[config.mk]
export PLATFORM = sky130hd
export DESIGN_NAME = osc_reset_sequencer
export DESIGN_NICKNAME = d
export VERILOG_FILES = /design/src/rtl/osc_reset_sequencer.sv
export SDC_FILE = /design/constraint.sdc
export NUM_CORES = 1
export LEC_CHECK = 0
export BUFFER_PORTS_ARGS = -buffer_cell sky130_fd_sc_hd__buf_2
export CAP_MARGIN = 20
export CORE_ASPECT_RATIO = 2
export CORE_MARGIN = 2
export CORE_UTILIZATION = 50
export CTS_BUF_LIST = sky130_fd_sc_hd__clkbuf_2
export DETAILED_ROUTE_END_ITERATION = 16
export PLACE_DENSITY = 0.75
export SKIP_CTS_REPAIR_TIMING = 1
export SYNTH_ARGS = -nofsm -noshare
export SYNTH_HDL_FRONTEND = slang
export SYNTH_SLANG_ARGS = --single-unit
[constraint.sdc]
create_clock -name clk_i -period 1.9 [get_ports clk_i]
set_input_delay 0.38 -clock clk_i [delete_from_list [all_inputs] [get_ports clk_i]]
set_output_delay 0.38 -clock clk_i [all_outputs]
set_load 0.03 [all_outputs]
[src/rtl/osc_reset_sequencer.sv]
// osc_reset_sequencer: waits for oscillator settle and filtered PLL lock, releases reset stages in order, then reports ready
module osc_reset_sequencer #(
    parameter int NUM_STAGES     = 4,
    parameter int STARTUP_CYCLES = 1024,
    parameter int LOCK_FILT      = 64,
    parameter int STAGE_GAP      = 16,
    parameter int HB_DIV         = 80000000
) (
    input  logic                  clk_i,
    input  logic                  reset_n_i,
    input  logic                  pll_lock_i,
    input  logic                  restart_i,
    output logic [NUM_STAGES-1:0] stage_rst_n_o,
    output logic                  ready_o,
    output logic                  fault_o,
    output logic                  heartbeat_o,
    output logic [2:0]            state_o
);
    // One counter serves settle, lock filter and stage gap; it is sized for the largest of the three.
    localparam int CMAX = (STARTUP_CYCLES > LOCK_FILT)
                        ? ((STARTUP_CYCLES > STAGE_GAP) ? STARTUP_CYCLES : STAGE_GAP)
                        : ((LOCK_FILT > STAGE_GAP) ? LOCK_FILT : STAGE_GAP);
    localparam int CW = $clog2(CMAX + 1);
    localparam int HW = $clog2(HB_DIV + 1);
    localparam logic [CW-1:0] OSC_LAST  = CW'(STARTUP_CYCLES - 1);
    localparam logic [CW-1:0] FILT_LAST = CW'(LOCK_FILT - 1);
    localparam logic [CW-1:0] GAP_LAST  = CW'(STAGE_GAP - 1);
    localparam logic [HW-1:0] HB_LAST   = HW'(HB_DIV - 1);

    typedef enum logic [2:0] {
        WAIT_OSC  = 3'd0,
        WAIT_LOCK = 3'd1,
        RELEASE   = 3'd2,
        RUN       = 3'd3,
        FAULTED   = 3'd4
    } state_t;

    state_t                state_q, state_d;
    logic [CW-1:0]         cnt_q, cnt_d;
    logic [NUM_STAGES-1:0] stage_q, stage_d;
    logic                  ready_q, ready_d;
    logic                  fault_q, fault_d;
    logic [HW-1:0]         hb_cnt_q;
    logic                  hb_q;

    always_ff @(posedge clk_i) begin
        if (!reset_n_i) begin
            state_q  <= WAIT_OSC;
            cnt_q    <= '0;
            stage_q  <= '0;
            ready_q  <= 1'b0;
            fault_q  <= 1'b0;
            hb_cnt_q <= '0;
            hb_q     <= 1'b0;
        end else begin
            state_q  <= state_d;
            cnt_q    <= cnt_d;
            stage_q  <= stage_d;
            ready_q  <= ready_d;
            fault_q  <= fault_d;
            hb_cnt_q <= (hb_cnt_q == HB_LAST) ? '0 : hb_cnt_q + 1'b1;
            hb_q     <= (hb_cnt_q == HB_LAST) ? ~hb_q : hb_q;
        end
    end

    always_comb begin
        state_d = state_q;
        cnt_d   = cnt_q;
        stage_d = stage_q;
        ready_d = ready_q;
        fault_d = fault_q;
        case (state_q)
            WAIT_OSC: begin
                cnt_d   = (cnt_q == OSC_LAST) ? '0 : cnt_q + 1'b1;
                state_d = (cnt_q == OSC_LAST) ? WAIT_LOCK : WAIT_OSC;
            end
            WAIT_LOCK: begin
                if (!pll_lock_i) begin
                    cnt_d = '0;
                end else if (cnt_q == FILT_LAST) begin
                    cnt_d   = '0;
                    stage_d = NUM_STAGES'(1);
                    state_d = RELEASE;
                end else begin
                    cnt_d = cnt_q + 1'b1;
                end
            end
            RELEASE: begin
                if (!pll_lock_i) begin
                    cnt_d   = '0;
                    stage_d = '0;
                    state_d = WAIT_LOCK;
                end else if (cnt_q == GAP_LAST) begin
                    // Stages form a thermometer code, so the top bit marks the final release.
                    cnt_d   = '0;
                    stage_d = stage_q[NUM_STAGES-1] ? stage_q : NUM_STAGES'({stage_q, 1'b1});
                    ready_d = stage_q[NUM_STAGES-1];
                    state_d = stage_q[NUM_STAGES-1] ? RUN : RELEASE;
                end else begin
                    cnt_d = cnt_q + 1'b1;
                end
            end
            RUN: begin
                if (!pll_lock_i) begin
                    stage_d = '0;
                    ready_d = 1'b0;
                    fault_d = 1'b1;
                    state_d = FAULTED;
                end
            end
            FAULTED: begin
                if (restart_i) begin
                    cnt_d   = '0;
                    fault_d = 1'b0;
                    state_d = WAIT_LOCK;
                end
            end
            default: state_d = WAIT_OSC;
        endcase
    end

    assign stage_rst_n_o = stage_q;
    assign ready_o       = ready_q;
    assign fault_o       = fault_q;
    assign heartbeat_o   = hb_q;
    assign state_o       = state_q;
endmodule
After elaboration in Yosys (flattened, before gate mapping)
Index checks and enable logic that the tools add are counted.
{"block": "totals", "input_bits": 4, "output_inout_bits": 10, "mem_count": 0, "elab_cells": 70, "latchBits": 0, "reg_bits": 48, "mem_bits_ro": 0, "ram_bits": 0}
{"block": "op_classes", "div_mod_pow": 0, "mul": 0, "n_bitwise": 2, "mux": 30, "reduce_logical": 12, "n_lt_le_gt_ge": 0, "addsub": 2, "eq_ne": 16, "shift": 0}
{"op": "11-bit 2-to-1 mux", "count": 6}
{"op": "11-bit one-hot mux with 4 select lines", "count": 1}
{"op": "27-bit by 1-bit adder with 27-bit output (second input constant)", "count": 1}
{"op": "27-bit equality test (second input constant)", "count": 1}
{"op": "4-bit 2-to-1 mux", "count": 6}
{"op": "3-bit 2-to-1 mux", "count": 6}
{"op": "3-bit one-hot mux with 5 select lines", "count": 1}
{"op": "2-bit inequality test (second input constant)", "count": 6}
{"op": "4-bit one-hot mux with 3 select lines", "count": 1}
{"op": "11-bit by 1-bit adder with 11-bit output (second input constant)", "count": 1}
{"op": "11-bit by 10-bit equality test with 1-bit output (second input constant)", "count": 1}
{"op": "11-bit by 4-bit equality test with 1-bit output (second input constant)", "count": 1}
{"op": "11-bit by 6-bit equality test with 1-bit output (second input constant)", "count": 1}
{"op": "5-bit AND reduction", "count": 2}
{"op": "1-bit 2-to-1 mux", "count": 7}
{"op": "3-bit by 2-bit equality test with 1-bit output (second input constant)", "count": 2}
{"op": "3-bit inequality test (second input constant)", "count": 2}
{"op": "6-bit AND reduction", "count": 1}
{"op": "1-bit one-hot mux with 2 select lines", "count": 2}
{"op": "4-bit AND reduction", "count": 1}
{"op": "2-bit nonzero test", "count": 2}
{"op": "4-bit nonzero test", "count": 1}
{"op": "3-bit by 1-bit equality test with 1-bit output (second input constant)", "count": 1}
{"op": "3-bit equality test (second input constant)", "count": 1}
{"op": "6 further kinds", "count": 7}

Longest topological paths before layout
{"block": "depth", "depth_word": 4, "ltp_mapped": 7, "depth_no_buf": 6}

Worst setup path after synthesis
Ideal clock, no wire load.
{"block": "synth_path", "path_type": "reg-to-reg", "startpoint": "reg cnt_q[8]", "endpoint": "reg stage_q[2], in the netlist stage_rst_n_o[2]", "setup_slack_ps": -75, "stages_incl_launch_ff": 6, "required_ps": 1824, "synth_period_minus_slack_ps": 1975, "t_arrival_ps": 1900, "path_buffers": 0, "setup_ps": 76, "path_cell_list": "dfxtp_1 -> or4_4 -> nor4_4 -> a32oi_1 -> or3b_1 -> o22ai_1"}
{"block": "synth_via", "elab_chain_len": 3, "word_cells_on_any_way": 5, "classes_between": "eq/ne (4); reduce/logical (1)"}
{"item": "from (decl)", "line": "39", "rtl": "logic [CW-1:0] cnt_q, cnt_d;"}
{"item": "from (signal assigned)", "line": "57", "rtl": "cnt_q <= cnt_d;"}
{"item": "11-bit by 4-bit equality test with 1-bit output / 11-bit by 6-bit equality test with 1-bit output (equally long branches)", "line": "93, 80"}
{"item": "3-bit inequality test (no source line) / 2-bit inequality test (equally long branches)"}
{"item": "6-bit AND reduction (no source line) (*)"}
{"item": "to (signal assigned)", "line": "58", "rtl": "stage_q <= stage_d;"}
{"item": "to (decl)", "line": "40", "rtl": "logic [NUM_STAGES-1:0] stage_q, stage_d;"}
Mark *: on every way between the ends. The rest lies on a longest branch, timed or not.
A chain may end at the register's enable or synchronous reset.

Worst setup path after layout
Same ends and word-level chain as after synthesis.

==> reports/qor.csv <==
stage;metric;value;unit
floorplan;die_h;103;um
power;finalPower;1.54;mW
sta;whs;0.310;ns
sta;max-slew-margin-rel;57.8;%
sta;rsz0062_at_grt;true;
global_route;grt_max_degree;15;
final_layout;mostFrequentLayoutCell;dfxtp_1;
sta;setup_slack;-0.107;ns
setup_path;critPathLaunch;cnt_q[8]$_SDFFE_PN0P_;
power;max-vdd-ir-drop;0.604;mV
yosys;synth_async_sr_flop_share;0;%
run_status;violations;negative setup slack;
drt;vias_per_cell;5.73;
cts;htreeDepth;2;
sta;fmaxAchievable;498;MHz
power;combPwrFrac;5.9;%
setup_path;ff2ff_setup_slack;-0.11;ns
power;p_sw_share;24.7;%
power;p_int;1.16;mW
yosys;yosysUniqueCellTypes;52;
power;powerDensity;528;nW/um^2
yosys;synth_edf_count;0;
yosys;seq_area_frac_synth;39.4;%
final_layout;fin_nets;334;
power;seq_power_share;67.3;%
run_status;status;finished with violations;
yosys;syn_inst;282;
yosys;syn_area;2440;sq um
placed_design;port_buffers;13;
min_path;hold_depth;2;
final_layout;final_cell_mix;dfxtp_1, buf_4, nor2_1;
yosys;synth_ff_type;dfxtp_1;
setup_path;crit_arrival;2.38;ns
yosys;yosys_warnings;0;
cts;cts.sinks;48;
sta;finClkSkew;0.0174;ns
drt;routedWlPerCell;14.2;um
yosys;synth_fp_nets;288;
sta;maxSlewViolCount;0;
floorplan;dieWidth;53.4;um
min_path;hold_path_end;hb_cnt_q[25]$_SDFF_PP0_;
setup_path;worstPathCellList;or4_4 > nor4_4 > a32oi_2 > or3b_1 > o22ai_1;
global_route;globalRouteOverflowTotal;0;
global_route;grt_pass1_vias;1983;
final_layout;drive_above_1_share;26.4;%
sta;hold_viol;0;
floorplan;ios;14;
power;power_leakage;1.12;nW
drt;first_pass_iters;4;
cts;clk_latency;0.41;ns
placed_design;dp_hpwl;3.82;mm
cts;cts_tree;yes;
cts;cts_buffers;5;
run;cap_violations;0;
yosys;ys_ff_latch;48;
drt;num_vias;2213;
floorplan;core.rowCount;36;
floorplan;core_area;4770;sq um
setup_path;endpoint_kind;register;
cts;clk_pin_slew;0.24;ns
cts;clockBufferDepth;2;
sta;finalCriticalPeriod;2.01;ns
drt;drc_errors;0;
setup_path;path_class;register to register;
yosys;syn_avg_cell_area;8.65;sq um
sta;final-setup-viol-count;14;
setup_path;crit_path_top_delay_cell;or4_4;
setup_path;worstReg2RegStart;cnt_q[8]$_SDFFE_PN0P_;
floorplan;die-area;5490;sq um
sta;worst_slew_pin_slew;0.625;ns
power;p_sw;0.380;mW
min_path;hp-class;primary input to register;
setup_path;r2r-end;stage_rst_n_o[2]$_SDFFE_PN0P_;
drt;wl;5.50;mm
drt;drt_iter0_markers;70;
power;clkPwrFrac;26.8;%
min_path;hp-start;reset_n_i;
setup_path;required;2.27;ns
final_layout;area_delta_synth_final;19.2;%
placed_design;gp_congestion;0.880;
cts;root_buffer;clkbuf_2;
setup_path;worstPathMaxFanout;4;
global_route;grt_util_all_layers;20.5;%
drt;ant_nets;0;
final_layout;antenna_cells;0;
sta;fin_crit_sh;106;%
global_route;grt_pass1_wl;8.66;mm
setup_path;reg2regPathDepth;5;
setup_path;cp-start-kind;register;
global_route;antenna_found_initial;0;
setup_path;max_stage_delay;0.56;ns
floorplan;initial_core_util;51.1;%
==> per-layer routing <==
layer	up-vias	GRT usage (%)	part of all wire, %
met5	-	0	0
met4	0	8.68	2.1
met3	11	3.48	2.9
met2	45	32.6	51
met1	1051	26.9	44
li1	1106	-	-
==> flip-flops by register name, summed over array words and instances (netlist names) <==
| name | count |
|---|---|
| state_o | 3 |
| hb_cnt_q | 27 |
| heartbeat_o | 1 |
| ready_o | 1 |
| stage_rst_n_o | 4 |
| cnt_q | 11 |
| fault_o | 1 |
==> power groups by stage <==
stage / Clock [mW] / Combinational (mW) / Sequential [mW]
2_1_floorplan: 0 / 0.0468 / 1.05
3_3_place_gp: 0 / 0.0808 / 1.05
3_5_place_dp: 0 / 0.0841 / 1.05
4_1_cts: 0.426 / 0.0846 / 1.03
5_1_grt: 0.469 / 0.102 / 1.03
6_report: 0.412 / 0.0910 / 1.03
==> cell type report <==
| class | instances | area, sq um |
|---|---|---|
| well taps | 57 | 71.3 |
| inverters | 4 | 15.0 |
| clock buffers | 6 | 30.0 |
| repair buffers | 51 | 354 |
| clock inverters | 2 | 11.3 |
| fillers | 441 | 1870 |
| multi-input cells | 218 | 1460 |
| flip-flops and latches | 48 | 971 |
==> cells by family (layout without fill, tap and decap cells) <==
| group | Yosys count | after routing | synth area share, % |
|---|---|---|---|
| compound gates | 42 | 42 | 11.8 |
| xor+xnor | 31 | 31 | 11.1 |
| fa+ha+maj | 2 | 2 | 1.03 |
| buf+inv | 16 | 63 | 4.05 |
| flops | 48 | 48 | 39.4 |
| mux | 3 | 3 | 1.23 |
| simple gates | 140 | 140 | 31.4 |
==> synth_stat cells, types with 2 or more instances <==
library cell   n  area share [%]
o31ai_1        2            0.62
and3_1         6             1.5
mux2i_1        3             1.2
a21oi_1        8             1.6
inv_1          4            0.62
clkbuf_1       4            0.62
and2_1         6             1.5
nor2b_1        6             1.5
xor2_1        18             6.5
o2111ai_1      4             1.4
buf_6          3             1.4
xnor2_1       13             4.7
or4b_2         2            0.82
a32oi_1        2            0.72
dfxtp_1       48              39
nand2b_1       4             1.0
nand4_1       10             2.6
o21ai_0       10             2.1
and4_1         5             1.8
buf_2          3            0.62
nor3b_1        3            0.92
nor2_1        33             5.1
ha_1           2             1.0
nor4_1         4             1.0
a21boi_0       2            0.62
a211oi_1       3            0.92
nor3_1        12             2.5
o22ai_1        3            0.77
nand2_1       26             4.0
nand3_1       11             2.3
==> critical path, delay by kind of cell (launching register included) <==
| kind | cells | cell delay (ns) |
|---|---|---|
| AOI/OAI and AO/OA | 2 | 0.38 |
| DFF | 1 | 0.37 |
| and+or+nand+nor | 3 | 1.21 |
==> stage by stage <==
stage	util (%)	std cells	area (sq um)	setup TNS [ns]	worst slack (ns)
after floorplan	-	282	2460	0	0.00138
final	60.9	386	2910	-1.18	-0.107
after detailed placement	57.7	373	2760	-1.01	-0.0850
after global routing	60.9	386	2910	-2.59	-0.194
after CTS	58.6	381	2800	-2.32	-0.120
after global placement	57.7	373	2760	-0.117	-0.0443
==> how the worst max path moves through the flow <==
stage / to / slack [ns] / cells after the start
3_3_place_gp: stage_rst_n_o[1]$_SDFFE_PN0P_ / -0.04 / 5
6_report: stage_rst_n_o[2]$_SDFFE_PN0P_ / -0.11 / 5
2_1_floorplan: cnt_q[0]$_SDFFE_PN0P_ / 0.001 / 6
3_5_place_dp: stage_rst_n_o[1]$_SDFFE_PN0P_ / -0.09 / 5
5_1_grt: cnt_q[7]$_SDFFE_PN0P_ / -0.19 / 7
4_1_cts: stage_rst_n_o[1]$_SDFFE_PN0P_ / -0.12 / 5
(Power assumes the default switching activity.)
